**config.mk**
```make
export PLATFORM = sky130hd
export DESIGN_NAME = sw_cmd_pulse_ctrl_flat
export DESIGN_NICKNAME = d
export VERILOG_FILES = /design/src/rtl/sw_cmd_pulse_ctrl_pkg.sv /design/src/rtl/sw_cmd_pulse_ctrl_if.sv /design/src/rtl/sw_cmd_pulse_ctrl_channel.sv /design/src/rtl/sw_cmd_pulse_ctrl.sv /design/src/flat_wrapper.sv
export SDC_FILE = /design/constraint.sdc
export NUM_CORES = 1
export LEC_CHECK = 0
export CAP_MARGIN = 25
export CORE_AREA = 2 2 92 112
export CTS_CLUSTER_SIZE = 16
export DETAILED_ROUTE_END_ITERATION = 10
export DIE_AREA = 0 0 94 114
export SYNTH_ARGS = -nofsm -noshare
export SYNTH_HDL_FRONTEND = slang
export SYNTH_SLANG_ARGS = --single-unit
```
**constraint.sdc**
```tcl
create_clock -name clk -period 4.6 [get_ports clk]
set_clock_uncertainty 0.05 [all_clocks]
set_input_delay 0.46 -clock clk [delete_from_list [all_inputs] [get_ports clk]]
set_output_delay 0.46 -clock clk [all_outputs]
set_load 0.05 [all_outputs]
```
**src/rtl/sw_cmd_pulse_ctrl_pkg.sv**
```systemverilog
// sw_cmd_pkg: shared types and helpers for the software command sequencer.
// The channel state enum, the counter width derivation and the channel limit live here.
`timescale 1ns/1ps
package sw_cmd_pkg;

  // Upper bound on the number of command channels a single controller may carry
  localparam int MAX_CH = 16;

  typedef enum logic [2:0] {
    ST_IDLE,
    ST_PULSE,
    ST_WAIT_ACK,
    ST_DONE,
    ST_ERR
  } state_t;

  // Counter width large enough to hold the larger of the pulse length and the timeout
  function automatic int cntWidth(input int pulseLen, input int timeoutCyc);
    int maxVal;
    maxVal = (pulseLen > timeoutCyc) ? pulseLen : timeoutCyc;
    return $clog2(maxVal + 1);
  endfunction

endpackage

```
**src/rtl/sw_cmd_pulse_ctrl_if.sv**
```systemverilog
// sw_cmd_pulse_ctrl_if: per-channel request/rearm/ack inputs and pulse/status outputs.
// master is the Nios/downstream side, slave is the sequencer itself.
`timescale 1ns/1ps
interface sw_cmd_pulse_ctrl_if #(
  parameter int NUM_CH = 2
);
  logic [NUM_CH-1:0] cmd_req;
  logic [NUM_CH-1:0] cmd_rearm;
  logic [NUM_CH-1:0] cmd_ack;
  logic [NUM_CH-1:0] cmd_pulse;
  logic [NUM_CH-1:0] cmd_busy;
  logic [NUM_CH-1:0] cmd_done;
  logic [NUM_CH-1:0] cmd_err;

  modport master (
    output cmd_req, cmd_rearm, cmd_ack,
    input  cmd_pulse, cmd_busy, cmd_done, cmd_err
  );

  modport slave (
    input  cmd_req, cmd_rearm, cmd_ack,
    output cmd_pulse, cmd_busy, cmd_done, cmd_err
  );
endinterface

```
**src/rtl/sw_cmd_pulse_ctrl_channel.sv**
```systemverilog
// sw_cmd_channel: one command channel (IDLE/PULSE/WAIT_ACK/DONE/ERR).
// Turns a level request into a PULSE_LEN-cycle pulse, waits for the acknowledge and
// latches done (or error) until rearmed. Optional macro SW_CMD_TIMEOUT_EN adds the
// WAIT_ACK timeout to ERR; without it the channel waits for the ack indefinitely.
`timescale 1ns/1ps
module sw_cmd_channel
  import sw_cmd_pkg::*;
#(
  parameter int PULSE_LEN   = 1,
  parameter int TIMEOUT_CYC = 1000000
) (
  input  logic clk,
  input  logic reset,
  input  logic i_req,
  input  logic i_rearm,
  input  logic i_ack,
  output logic o_pulse,
  output logic o_busy,
  output logic o_done,
  output logic o_err
);

  localparam int              CNT_W      = cntWidth(PULSE_LEN, TIMEOUT_CYC);
  localparam logic [CNT_W-1:0] PULSE_LOAD = CNT_W'(PULSE_LEN - 1);

  state_t           r_state;
  logic [CNT_W-1:0] r_pulseCnt;
  logic             r_ackSeen;
  logic             r_pulse;
  logic             r_busy;
  logic             r_done;

`ifdef SW_CMD_TIMEOUT_EN
  localparam logic [CNT_W-1:0] TIMEOUT_LAST = CNT_W'(TIMEOUT_CYC - 1);
  logic [CNT_W-1:0] r_toCnt;
  logic             r_err;
`endif

  // Channel FSM with counters; reset and rearm both force a clean IDLE
  always_ff @(posedge clk) begin
    if (reset || i_rearm) begin
      r_state    <= ST_IDLE;
      r_pulseCnt <= '0;
      r_ackSeen  <= 1'b0;
      r_pulse    <= 1'b0;
      r_busy     <= 1'b0;
      r_done     <= 1'b0;
`ifdef SW_CMD_TIMEOUT_EN
      r_toCnt    <= '0;
      r_err      <= 1'b0;
`endif
    end else begin
      unique case (r_state)
        ST_IDLE: begin
          if (i_req) begin
            r_state    <= ST_PULSE;
            r_pulseCnt <= PULSE_LOAD;
            r_ackSeen  <= 1'b0;
            r_pulse    <= 1'b1;
            r_busy     <= 1'b1;
          end
        end
        ST_PULSE: begin
          if (i_ack) begin
            r_ackSeen <= 1'b1;
          end
          if (r_pulseCnt == '0) begin
            r_pulse <= 1'b0;
            if (r_ackSeen || i_ack) begin
              r_state <= ST_DONE;
              r_busy  <= 1'b0;
              r_done  <= 1'b1;
            end else begin
              r_state <= ST_WAIT_ACK;
`ifdef SW_CMD_TIMEOUT_EN
              r_toCnt <= '0;
`endif
            end
          end else begin
            r_pulseCnt <= r_pulseCnt - CNT_W'(1);
          end
        end
        ST_WAIT_ACK: begin
          if (i_ack) begin
            r_state <= ST_DONE;
            r_busy  <= 1'b0;
            r_done  <= 1'b1;
          end
`ifdef SW_CMD_TIMEOUT_EN
          else if (r_toCnt == TIMEOUT_LAST) begin
            r_state <= ST_ERR;
            r_busy  <= 1'b0;
            r_err   <= 1'b1;
          end else begin
            r_toCnt <= r_toCnt + CNT_W'(1);
          end
`endif
        end
        ST_DONE, ST_ERR: begin
          r_state <= r_state;
        end
        default: begin
          r_state <= ST_IDLE;
          r_pulse <= 1'b0;
          r_busy  <= 1'b0;
          r_done  <= 1'b0;
        end
      endcase
    end
  end

  assign o_pulse = r_pulse;
  assign o_busy  = r_busy;
  assign o_done  = r_done;
`ifdef SW_CMD_TIMEOUT_EN
  assign o_err   = r_err;
`else
  assign o_err   = 1'b0;
`endif

endmodule

```
**src/rtl/sw_cmd_pulse_ctrl.sv**
```systemverilog
// sw_cmd_pulse_ctrl: NUM_CH independent software command channels between the Nios
// control registers and the CCD capture/run logic. Optional macro SW_CMD_TIMEOUT_EN
// enables the acknowledge timeout in every channel.
`timescale 1ns/1ps
module sw_cmd_pulse_ctrl
  import sw_cmd_pkg::*;
#(
  parameter int NUM_CH      = 2,
  parameter int PULSE_LEN   = 1,
  parameter int TIMEOUT_CYC = 1000000
) (
  input  logic                 clk,
  input  logic                 reset,
  sw_cmd_pulse_ctrl_if.slave   cmdBus
);

  logic [NUM_CH-1:0] w_pulse;
  logic [NUM_CH-1:0] w_busy;
  logic [NUM_CH-1:0] w_done;
  logic [NUM_CH-1:0] w_err;

  for (genvar g = 0; g < NUM_CH; g++) begin : g_ch
    sw_cmd_channel #(
      .PULSE_LEN   (PULSE_LEN),
      .TIMEOUT_CYC (TIMEOUT_CYC)
    ) u_channel (
      .clk     (clk),
      .reset   (reset),
      .i_req   (cmdBus.cmd_req[g]),
      .i_rearm (cmdBus.cmd_rearm[g]),
      .i_ack   (cmdBus.cmd_ack[g]),
      .o_pulse (w_pulse[g]),
      .o_busy  (w_busy[g]),
      .o_done  (w_done[g]),
      .o_err   (w_err[g])
    );
  end

  assign cmdBus.cmd_pulse = w_pulse;
  assign cmdBus.cmd_busy  = w_busy;
  assign cmdBus.cmd_done  = w_done;
  assign cmdBus.cmd_err   = w_err;

endmodule

```
**src/flat_wrapper.sv**
```systemverilog
// flat-port wrapper written by rule: the top's interface ports become plain ports
module sw_cmd_pulse_ctrl_flat import sw_cmd_pkg::*;
#(
  parameter int NUM_CH      = 2,
  parameter int PULSE_LEN   = 1,
  parameter int TIMEOUT_CYC = 1000000
)
  (clk, reset, cmdBus_cmd_req, cmdBus_cmd_rearm, cmdBus_cmd_ack, cmdBus_cmd_pulse, cmdBus_cmd_busy, cmdBus_cmd_done, cmdBus_cmd_err);
  sw_cmd_pulse_ctrl_if #(.NUM_CH(NUM_CH)) cmdBus_i ();
  input  logic clk;
  input  logic reset;
  input wire logic [$bits(cmdBus_i.cmd_req)-1:0] cmdBus_cmd_req;
  input wire logic [$bits(cmdBus_i.cmd_rearm)-1:0] cmdBus_cmd_rearm;
  input wire logic [$bits(cmdBus_i.cmd_ack)-1:0] cmdBus_cmd_ack;
  output wire logic [$bits(cmdBus_i.cmd_pulse)-1:0] cmdBus_cmd_pulse;
  output wire logic [$bits(cmdBus_i.cmd_busy)-1:0] cmdBus_cmd_busy;
  output wire logic [$bits(cmdBus_i.cmd_done)-1:0] cmdBus_cmd_done;
  output wire logic [$bits(cmdBus_i.cmd_err)-1:0] cmdBus_cmd_err;
  assign cmdBus_i.cmd_req = cmdBus_cmd_req;
  assign cmdBus_i.cmd_rearm = cmdBus_cmd_rearm;
  assign cmdBus_i.cmd_ack = cmdBus_cmd_ack;
  assign cmdBus_cmd_pulse = cmdBus_i.cmd_pulse;
  assign cmdBus_cmd_busy = cmdBus_i.cmd_busy;
  assign cmdBus_cmd_done = cmdBus_i.cmd_done;
  assign cmdBus_cmd_err = cmdBus_i.cmd_err;
  sw_cmd_pulse_ctrl #(.NUM_CH(NUM_CH), .PULSE_LEN(PULSE_LEN), .TIMEOUT_CYC(TIMEOUT_CYC)) u_core (.clk(clk), .reset(reset), .cmdBus(cmdBus_i));
endmodule
```
==> key figures <==
Synthesis
  – Synth Area per Inst: roughly 8.5 um^2
  – Number of synthesized register bits: 52
  – Sequential share of the synthesized area: 0.355
  – Number of synthesized flops with an enable pin: 0
  – Ys async rst share: 0
  – Mapped Cells: approximately 350
  – Ys flop type: dfxtp_1
  – Synthesized area: between 0.002 and 0.003 mm^2
  – Yosys warning count: 0
  – Post-synthesis cell type count: 55

Final layout
  – Design area: approximately 0.0033 mm^2
  – Area delta synth->final: 12.6%
  – Share of cells above drive strength 1: 0.0743
  – Commonest non-fill, non-tap cell in the layout: dfxtp_1
  – Number of fill cells: around 1,000
  – Final net count: 369
  – Commonest non-fill, non-tap cells in the layout: 52 x dfxtp_1, 36 x a21oi_1, 20 x nor2_1
  – N_diodes: 0

GRT
  – Largest net degree at the start of global routing: 19
  – Vias in the first global route: between 2,000 and 2,500
  – First-pass GRT wire length: 11,200 um
  – GRT Total Usage: 0.128
  – Initial antenna violation count: 0
  – Remaining Overflow, GRT: 0

Timing
  – Final setup vio count: 0
  – Worst-Margin Slew: 0.965 ns
  – Worst hold slack: 0.417 ns
  – Max Slew Vio Count: 0
  – Fmax: about 0.37 GHz
  – Total Neg Setup Slack: 0 ns
  – Fin crit share: 0.591
  – Final hold viol count: 0
  – RSZ-0062 raised after global routing: no
  – Slew headroom: 0.352
  – Post-route minimum period: between 2 and 3 ns

CTS
  – CTS tree: built
  – Root Buffer: clkbuf_16
  – Htree depth: 2
  – Clock Latency Late Sink: around 0.30 ns
  – Post-CTS Repair Setup Buffers: 0
  – CTS sink count: 52
  – CTS resizes: 0
  – Post-CTS Hold Buffers: 0
  – Max clock buf depth: 2
  – Num CTS Buffers: 5
  – CTS clk-pin slew, worst paths: 0.07 ns

Setup path
  – R2R depth: 5
  – Worst-path fanout max: 18
  – Startpoint types: flop
  – Crit Path Category: reg2reg
  – CP Capture Type: flop
  – Required time of the critical path: ~4.7 ns
  – Arr. time, crit path: between 2 and 3 ns

Pwr
  – Sw Ratio: 0.318
  – Pwr/cell area: 393 mW/mm^2
  – Worst IR drop on VDD: approximately 0.14 mV
  – Pint: roughly 0.9 mW
  – Static Leak: approximately 1.2 nW
  – Logic gate share of total power: 0.271
  – Psw: 0.413 mW
  – Seq pwr share: 0.386
  – Clk pwr share: 0.342

Routing
  – Vias per cell: around 5.3
  – Antenna Nets Post-Route: 0
  – Total Wirelength: about 6400 um
  – DRC violations left: 0
  – Router iterations before antenna repair: 4
  – DRT iter0 DRCs: approximately 130
  – Drt wl/cell: roughly 14 um
  – Vias: 2,534

Die
  – Starting Density: 0.301
  – Row cnt: 40
  – Top Ports: 16
  – Core area: between 0.009 and 0.01 mm^2
  – Die Footprint: 0.0107 mm^2
  – Die Height: 114 um
  – Die width: about 94 um

Place
  – GPL Wtd Cong: 0.822
  – Placed Area: approximately 0.0031 mm^2
  – Detailed-placement wirelength estimate: around 4600 um
  – Port bufs: 13

Worst hold path
  – Min-Delay Path Class: reg2reg
  – Hold Crit Depth: 2

Job
  – Max Cap Viol: 0

Run status
  – Status: complete, no violations
registers in the layout, summed over array words and instances (netlist names):
signal / cells
u_core.g_ch.u_channel.r_pulseCnt: 40
u_core.g_ch.u_channel.r_ackSeen: 2
u_core.g_ch.u_channel.o_done: 2
u_core.g_ch.u_channel.r_state: 4
u_core.g_ch.u_channel.o_busy: 2
u_core.g_ch.u_channel.o_pulse: 2
routing by layer:
| layer | global-route usage | vias up | routed length [um] |
|---|---|---|---|
| met5 | 0 | - | 0 |
| met4 | 0.0444 | 0 | 91 |
| met3 | 0.0291 | 7 | 152 |
| met2 | 0.200 | 26 | 3010 |
| met1 | 0.172 | 1196 | 3180 |
| li1 | - | 1305 | - |
cell usage after synthesis, drive strengths merged, types with 2 or more instances:
| cell type | count | area share |
|---|---|---|
| nand3b | 3 | 0.0077 |
| o31a | 4 | 0.012 |
| a31o | 2 | 0.0060 |
| nand2 | 19 | 0.024 |
| o211ai | 3 | 0.0077 |
| or4 | 19 | 0.050 |
| nor3 | 10 | 0.017 |
| a41o | 2 | 0.0068 |
| a31oi | 3 | 0.0064 |
| o21ai | 15 | 0.026 |
| and3 | 2 | 0.0043 |
| or2 | 3 | 0.0064 |
| o41ai | 3 | 0.0090 |
| a21o | 4 | 0.010 |
| or3 | 16 | 0.036 |
| o311ai | 2 | 0.0060 |
| o21a | 4 | 0.010 |
| dfxtp | 52 | 0.35 |
| xnor2 | 2 | 0.0060 |
| o21bai | 2 | 0.0051 |
| inv | 15 | 0.019 |
| nor4 | 7 | 0.017 |
| nand2b | 6 | 0.013 |
| nor2 | 20 | 0.026 |
| mux2i | 5 | 0.017 |
| a21oi | 36 | 0.061 |
| o31ai | 17 | 0.048 |
| and3b | 2 | 0.0060 |
| a211oi | 5 | 0.013 |
| buf | 11 | 0.026 |
| nand4 | 3 | 0.0064 |
| ha | 12 | 0.051 |
| nand4b | 4 | 0.012 |
| mux2 | 2 | 0.0077 |
| clkbuf | 8 | 0.010 |
| nor2b | 6 | 0.013 |
| nand3 | 8 | 0.014 |
worst paths after layout:
kind	slack [ns]	endpoint	start
hold reg to reg	0.42	u_core.g_ch[1].u_channel.o_busy	u_core.g_ch[1].u_channel.o_busy
hold / removal	0.42	u_core.g_ch[1].u_channel.o_busy	u_core.g_ch[1].u_channel.o_busy
setup reg to reg	1.88	u_core.g_ch[0].u_channel.r_pulseCnt[13]	u_core.g_ch[0].u_channel.r_pulseCnt[13]
setup / recovery	1.88	u_core.g_ch[0].u_channel.r_pulseCnt[13]	u_core.g_ch[0].u_channel.r_pulseCnt[13]
power groups by stage:
| stage | Sequential (mW) | Combinational, mW | Clock (mW) |
|---|---|---|---|
| after floorplan | 0.505 | 0.289 | 0 |
| after global placement | 0.510 | 0.344 | 0 |
| after detailed placement | 0.511 | 0.349 | 0 |
| after CTS | 0.501 | 0.352 | 0.457 |
| after global routing | 0.506 | 0.394 | 0.474 |
| final | 0.501 | 0.352 | 0.444 |
kinds of logic (layout without fill, tap and decap cells):
logic type | count (synthesis) | after routing | synth area share
compound gates | 104 | 104 | 0.237
fa+ha+maj | 12 | 12 | 0.0512
mux | 7 | 7 | 0.0247
flops | 52 | 52 | 0.355
simple gates | 133 | 133 | 0.266
other cells | 1 | 2 | 0.00128
buf+inv | 34 | 37 | 0.0559
xor+xnor | 3 | 3 | 0.00896
stage by stage:
step                      power, mW  setup WS [ns]  cells   util
after global routing           1.38           1.69    476  0.338
final                          1.30           1.88    476  0.338
after detailed placement      0.860           1.89    468  0.320
after CTS                      1.31           1.88    476  0.338
after floorplan               0.793           2.18    347      -
after global placement        0.854           1.96    468  0.320
worst max-delay path, stage by stage, from the launching register on:
cell	delay [ns]
dfxtp_1	0.34
or4_1	0.61
or4_1	0.62
o31ai_4	0.68
or4_1	0.22
a21oi_1	0.06
final cells by class:
cell class / instances / area, um^2 / area share
clock buffer: 6 / 139 / 0.0421
clock inverter: 2 / 38.8 / 0.0117
inverter: 15 / 56.3 / 0.0171
multi-input combinational: 261 / 1730 / 0.524
sequential: 52 / 1040 / 0.315
tap: 126 / 158 / 0.0477
timing repair buffer: 14 / 138 / 0.0417
Note: power is estimated with default switching activity, not from simulation.
